## config.mk

```make
export PLATFORM = sky130hd
export DESIGN_NAME = imem_load_arbiter
export DESIGN_NICKNAME = d
export VERILOG_FILES = /design/src/rtl/imem_load_arbiter.sv
export SDC_FILE = /design/constraint.sdc
export NUM_CORES = 1
export LEC_CHECK = 0
export CORE_UTILIZATION = 44
export DETAILED_ROUTE_END_ITERATION = 8
export PLACE_DENSITY = 0.78
export RECOVER_POWER = 50
export SYNTH_ARGS = -nofsm -noshare
export SYNTH_HDL_FRONTEND = slang
export SYNTH_SLANG_ARGS = --single-unit
```

## constraint.sdc

```tcl
create_clock -name clk -period 2.8 [get_ports clk]
set_clock_uncertainty 0.05 [all_clocks]
set_input_delay 0.56 -clock clk [delete_from_list [all_inputs] [get_ports clk]]
set_output_delay 0.56 -clock clk [all_outputs]
set_load 0.05 [all_outputs]
```

## src/rtl/imem_load_arbiter.sv

```systemverilog
// Purpose : shares IMEM port A between CPU stores and a byte-stream program loader
//           that packs bytes big-endian into words written from a base address.
// Latency : port mux is combinational (0 cycles); a loader word is written in the
//           first cycle after its 4th byte in which the CPU is not storing.
// Backpressure: ld_ready is high only while collecting bytes; the CPU is never stalled,
//           and a pending loader write waits (counted in conflict_cnt) while cpu_we != 0.
// Ports   : clk/rst (async active-high); cpu_we/cpu_addr/cpu_din CPU store side;
//           ld_start/ld_base/ld_count/ld_byte/ld_valid/ld_ready loader side;
//           ld_busy/ld_done/cpu_hold status; imem_wea/imem_addra/imem_dina IMEM port A;
//           conflict_cnt saturating count of cycles a loader write was deferred.
module imem_load_arbiter #(
  parameter int ADDR_W   = 12,
  parameter bit HOLD_CPU = 1'b1,
  parameter int CNT_W    = 16
) (
  input  logic              clk,
  input  logic              rst,
  input  logic [3:0]        cpu_we,
  input  logic [ADDR_W-1:0] cpu_addr,
  input  logic [31:0]       cpu_din,
  input  logic              ld_start,
  input  logic [ADDR_W-1:0] ld_base,
  input  logic [ADDR_W:0]   ld_count,
  input  logic [7:0]        ld_byte,
  input  logic              ld_valid,
  output logic              ld_ready,
  output logic              ld_busy,
  output logic              ld_done,
  output logic              cpu_hold,
  output logic [3:0]        imem_wea,
  output logic [ADDR_W-1:0] imem_addra,
  output logic [31:0]       imem_dina,
  output logic [CNT_W-1:0]  conflict_cnt
);

  typedef enum logic [1:0] {
    S_IDLE    = 2'd0,
    S_COLLECT = 2'd1,
    S_PEND    = 2'd2,
    S_DONE    = 2'd3
  } state_t;

  localparam logic [ADDR_W:0]  WIDX_ONE = {{ADDR_W{1'b0}}, 1'b1};
  localparam logic [CNT_W-1:0] CNT_ONE  = {{(CNT_W-1){1'b0}}, 1'b1};

  state_t            state_q;
  logic [ADDR_W-1:0] base_q;
  logic [ADDR_W:0]   count_q;
  logic [ADDR_W:0]   word_idx_q;
  logic [1:0]        byte_idx_q;
  logic [31:0]       word_q;
  logic [CNT_W-1:0]  conflict_q;

  logic              cpu_wr;
  logic              ld_wr;
  logic              byte_xfer;
  logic              last_word;
  logic [ADDR_W-1:0] ld_addr;

  assign cpu_wr    = |cpu_we;
  // Loader owns the port only when a word is pending and the CPU is idle.
  assign ld_wr     = (state_q == S_PEND) && !cpu_wr;
  assign byte_xfer = (state_q == S_COLLECT) && ld_valid;
  assign last_word = ((word_idx_q + WIDX_ONE) == count_q);
  // Truncating add gives the modulo-2^ADDR_W wrap for free.
  assign ld_addr   = base_q + word_idx_q[ADDR_W-1:0];

  always_ff @(posedge clk or posedge rst) begin
    if (rst) begin
      state_q    <= S_IDLE;
      base_q     <= '0;
      count_q    <= '0;
      word_idx_q <= '0;
      byte_idx_q <= '0;
      word_q     <= '0;
      conflict_q <= '0;
    end else begin
      case (state_q)
        S_IDLE: begin
          if (ld_start) begin
            base_q     <= ld_base;
            count_q    <= ld_count;
            word_idx_q <= '0;
            byte_idx_q <= '0;
            state_q    <= (ld_count == '0) ? S_DONE : S_COLLECT;
          end
        end
        S_COLLECT: begin
          if (byte_xfer) begin
            case (byte_idx_q)
              2'd0:    word_q[31:24] <= ld_byte;
              2'd1:    word_q[23:16] <= ld_byte;
              2'd2:    word_q[15:8]  <= ld_byte;
              default: word_q[7:0]   <= ld_byte;
            endcase
            byte_idx_q <= byte_idx_q + 2'd1;
            if (byte_idx_q == 2'd3) begin
              state_q <= S_PEND;
            end
          end
        end
        S_PEND: begin
          if (cpu_wr) begin
            if (conflict_q != '1) begin
              conflict_q <= conflict_q + CNT_ONE;
            end
          end else if (last_word) begin
            state_q <= S_DONE;
          end else begin
            word_idx_q <= word_idx_q + WIDX_ONE;
            state_q    <= S_COLLECT;
          end
        end
        default: begin
          state_q <= S_IDLE;
        end
      endcase
    end
  end

  assign ld_ready     = (state_q == S_COLLECT);
  assign ld_busy      = (state_q != S_IDLE);
  assign ld_done      = (state_q == S_DONE);
  assign cpu_hold     = HOLD_CPU && ld_busy;
  assign conflict_cnt = conflict_q;

  // Write enable is gated by reset directly so nothing reaches IMEM while rst is high.
  assign imem_wea   = rst ? 4'b0000 : (ld_wr ? 4'b1111 : cpu_we);
  assign imem_addra = ld_wr ? ld_addr : cpu_addr;
  assign imem_dina  = ld_wr ? word_q : cpu_din;

endmodule

```

# Word-level counts from Yosys, hierarchy flattened
# Index checks and enable logic that the tools add are counted.
[word_totals]
input_bits = 85
wordCells = 66
out_inout_bits = 68
register_bits = 90
[op_classes]
eq_ne = 13
reduce_logical = 20
bitwise_logic = 1
muxes = 18
addsub = 4
[ops]
columns = ["operator", "n"]
rows = [
  ["two-way mux 13 bit", 3],
  ["two-way mux 32 bit", 1],
  ["one-hot mux 13 bit (2 select lines)", 1],
  ["AND reduction 3 bit", 6],
  ["adder 16 x 1 -> 16 bit (second input constant)", 1],
  ["two-way mux 2 bit", 8],
  ["!= test 16 bit (second input constant)", 1],
  ["adder 13 x 1 -> 13 bit (second input constant)", 1],
  ["equality test 13 bit", 1],
  ["zero test 13 bit", 1],
  ["adder 12 bit", 1],
  ["two-way mux 12 bit", 1],
  ["equality test 2 bit (second input constant)", 4],
  ["two-way mux 4 bit", 2],
  ["AND reduction 4 bit", 2],
  ["!= test 2 bit (second input constant)", 3],
  ["one-hot mux 2 bit (3 select lines)", 1],
  ["nonzero test 2 bit", 3],
  ["equality test 2 x 1 -> 1 bit (second input constant)", 2],
  ["zero test 2 bit", 2],
  ["!= test 2 x 1 -> 1 bit (second input constant)", 2],
  ["one-hot mux 2 bit (2 select lines)", 1],
  ["OR reduction 4 bit", 1],
  ["OR reduction 3 bit", 1],
  ["5 further kinds", 6],
]

# Longest topological paths before layout
[depth]
ltp_word = 5
ltp_mapped = 10

# Worst setup path before layout
# No wires, ideal clock.
[synth_timing]
kind = "reg-to-output"
from = "reg word_idx_q[0]"
to = "out imem_addra[8]"
t_arrival_ns = 3.096
path_stages_with_launch = 11
path_slack_ns = -0.906
n_path_buf = 0
cell_sequence = "dfrtp_1 ha_1 inv_1 fa_1 nor2b_1 o21ai_0 a21oi_1 o311a_1 o21a_1 o21a_1 o31ai_1"
[synth_between]
elab_chain_cells = 2
[synth_rtl]
columns = ["item", "line_no", "rtl"]
rows = [
  ["start: declaration", "49", "logic [ADDR_W:0] word_idx_q;"],
  ["start signal: assignment", "110", "word_idx_q <= word_idx_q + WIDX_ONE;"],
  ["adder 12 bit", "66", "assign ld_addr = base_q + word_idx_q[ADDR_W-1:0];"],
  ["two-way mux 12 bit", "129", "assign imem_addra = ld_wr ? ld_addr : cpu_addr;"],
  ["end: declaration", "31", "output logic [ADDR_W-1:0] imem_addra,"],
]
# Every way passes these cells.

# Worst setup path in the final report
[layout_timing]
from = "reg base_q[0]"
to = "out imem_addra[8]"
[layout_between]
elab_chain_cells = 2
[layout_rtl]
columns = ["item", "line_no", "rtl"]
rows = [
  ["start: declaration", "47", "logic [ADDR_W-1:0] base_q;"],
  ["start signal: assignment", "81", "base_q <= ld_base;"],
  ["adder 12 bit", "66", ""],
  ["two-way mux 12 bit", "129", ""],
]
# Every way passes these cells.

==> qor.csv <==
stage,metric,value,unit
clock_tree,worst skew pair latency,0.35,ns
logic_synthesis,register area share after synthesis,42.3,%
placement,Placer Congestion,0.845,
logic_synthesis,share of the synthesized area in the top cell type,42.3,%
routing,TritonRoute pass-1 iters,7,
timing,Final Hold Fails,0,
timing,Slew Limit Fails,0,
final_layout,fin nets,862,
timing,RSZ-0062 raised after global routing,yes,
placement,# port buffers,152,
grt,largest net degree at the start of global routing,37,
logic_synthesis,syn_nets,666,
die,Die X,112,um
logic_synthesis,Synth top cells by count,"nand2_1, dfrtp_1, mux2_2, nor2_1, xnor2_1",
clock_tree,CTS Sinks,90,
logic_synthesis,post-synthesis async set-or-reset flop share,100,%
logic_synthesis,Post-synth top flop,dfrtp_1,
setup_path,worst stage delay on the critical path,0.40,ns
placement,DP Wirelength,11000,um
clock_tree,CTS max path bufs,2,
job,Max-cap violations,0,
grt,GR Overflow Total,0,
clock_tree,CTS Hold Bufs,0,
logic_synthesis,synth unique cells,53,
logic_synthesis,synth top area cells,"dfrtp_1, mux2_2, nand2_1, xnor2_1, ha_1",
routing,WL final,16000,um
routing,Iter 0 DRT Violations,307,
setup_path,critical-path cell list,"ha_2, inv_2, fa_2, nor2b_1, o21ai_1, a21oi_2, o311a_4, o21a_1, o21a_1, o31ai_4, buf_12",
die,Initial Util,45.9,%
timing,worst setup margin,-0.539,ns
power_and_ir_drop,PwrDens,714,nW/um^2
setup_path,"most used cell, CP",o21a_1,
routing,Vias,5070,
timing,Slew HR,23.1,%
timing,clock period minus worst slack,3.34,ns
logic_synthesis,Yosys top cell by area,dfrtp_1,
logic_synthesis,top-count cell post-synth,nand2_1,
final_layout,Non-Filler Instances,908,
final_layout,area grow syn2layout,53.2,%
grt,first-pass GRT wire length,26100,um
timing,Setup Viol. Count Final,7,
die,cell row count,39,
timing,fin crit share,119,%
status,status,finished with violations,
die,Placeable Area,11600,um^2
timing,hold slack,0.460,ns
routing,Via density,5.58,
logic_synthesis,"EDFF count, synth",0,
setup_path,Crit Path Category,reg -> out,
die,Total Die Area,12500,um^2
setup_path,Buf/Inv on CP,2,
status,failing checks,"DRC, setup timing",
logic_synthesis,synth warn,0,
logic_synthesis,Post-Syn Area,5330,um^2
setup_path,CP endpoint kind,output pin,
logic_synthesis,synthesized instance count,563,
final_layout,layout cell share with drive strength beyond 1,31.7,%
clock_tree,CTS H-tree depth,3,
final_layout,Final Util,70.2,%
clock_tree,CTS tree,built,
power_and_ir_drop,Max IR drop VDD,0.672,mV
setup_path,WP data arrival,2.73,ns
timing,setup TNS,-2.55,ns
setup_path,"Max FO, Critical Path",3,
setup_path,CP max stage cell,o311a_4,
clock_tree,CTS clock-pin slew for the worst setup and hold paths,0.07,ns
placement,placed insts,875,
routing,Post-DRT Antenna Nets,0,
setup_path,CP Launch Type,register,
clock_tree,CTS Buf Count,9,
timing,Least-Margin Pin Slew,1.15,ns
grt,vias in the first global route,5205,
setup_path,Critical Path RT,2.19,ns
grt,total track usage,26.5,%
clock_tree,root buf cell,clkbuf_16,
setup_path,kind of cell adding the most delay to the critical path,compound AO/OA/AOI/OAI gates,
worst_hold_path,HP Class,reg -> reg,
timing,fmax,299,MHz
die,Die Y,112,um
routing,WL/cell,17.7,um
logic_synthesis,Yosys reg bits,90,
setup_path,register-to-register setup slack,0.13,ns
logic_synthesis,syn avg cell area,9.46,um^2
grt,initial antenna violation count,1,
routing,DRC viols,11,
power_and_ir_drop,Lkg Pwr,3.65,nW
die,num ports,153,
## timing repair
action                                  in CTS  in global routing
gates resized for setup                     42                 21
cloned                                       6                  0
pin swaps                                   19                 18
endpoints found under the setup margin      59                 46
setup buffers                                6                  8
## per-layer routing
| metal | track usage, % | wire length, um |
|---|---|---|
| met1 | 33.0 | 6700 |
| met4 | 8.98 | 362 |
| met3 | 6.05 | 955 |
| met5 | 0 | 0 |
| met2 | 45.4 | 8010 |
## flip-flops by register name, summed over array words and instances, names as in the netlist
register,count
conflict_cnt,16
count_q,13
word_idx_q,13
base_q,12
state_q,2
byte_idx_q,2
word_q,32
## per-stage QoR
stage | cell area (um^2) | total power [mW] | setup slack (ns)
final | 8160 | 5.82 | -0.539
after global routing | 8160 | 6.14 | -0.683
after CTS | 8110 | 5.75 | -0.521
after detailed placement | 7460 | 4.41 | -0.292
after global placement | 7460 | 4.29 | -0.274
after floorplan | 5430 | 3.66 | -0.267
## power breakdown
group          switching [mW]  leakage [nW]  internal [mW]
Sequential              0.360          1.12           1.78
Combinational            1.24          2.38           1.20
Clock                   0.540         0.148          0.700
Total                    2.14          3.65           3.68
## logic make-up (layout without fill, tap and decap cells)
logic type,after synthesis,in the layout,synth area share [%]
AOI/OAI and AO/OA,82,82,10.6
xor gates and xnor gates,37,37,6.08
adders and majority gates,18,18,4.37
buffers and inverters,38,238,3.10
DFF,90,90,42.3
muxes,62,62,13.0
other,0,1,0
and+or+nand+nor,236,237,20.6
## worst reg2reg max path: stages, from the launching register on
cell       delay, ns
dfrtp_1         0.40
buf_4           0.18
ha_4            0.16
nand3_4         0.08
or4_4           0.57
a2111oi_4       0.31
nand4_2         0.18
o31ai_4         0.27
buf_6           0.17
o21ai_1         0.08
o41ai_1         0.08
## cells in the final DEF (no fill, tap or decap), types with 11 or more instances in the layout
cell type          n
inv_1             11
o21ai_0           12
nand3_1           12
nand2_1          120
xor2_1            12
nand2_2           11
nor2_1            22
dfrtp_1           89
buf_4             69
ha_1              13
mux2_2            58
clkdlybuf4s50_1   98
xnor2_1           23
buf_12            18
## area by class of cell
cell class	instances	area [um^2]
well taps	143	179
diodes	1	2.50
clock buffers	9	225
inverters	13	50.0
fillers	829	3460
multi-input cells	436	3210
repair buffers	209	2160
flip-flops and latches	90	2250
clock inverters	7	76.3
## worst paths after layout
check	cells past startpoint	endpoint	start
max	11	imem_addra[8]	base_q[0]
min	1	word_idx_q[12]	word_idx_q[12]
max reg2reg	10	word_idx_q[9]	word_idx_q[1]
min reg2reg	1	word_idx_q[12]	word_idx_q[12]
max in group asynchronous	3	word_q[23]	rst
min in group asynchronous	2	base_q[0]	rst
(Power assumes the default switching activity.)
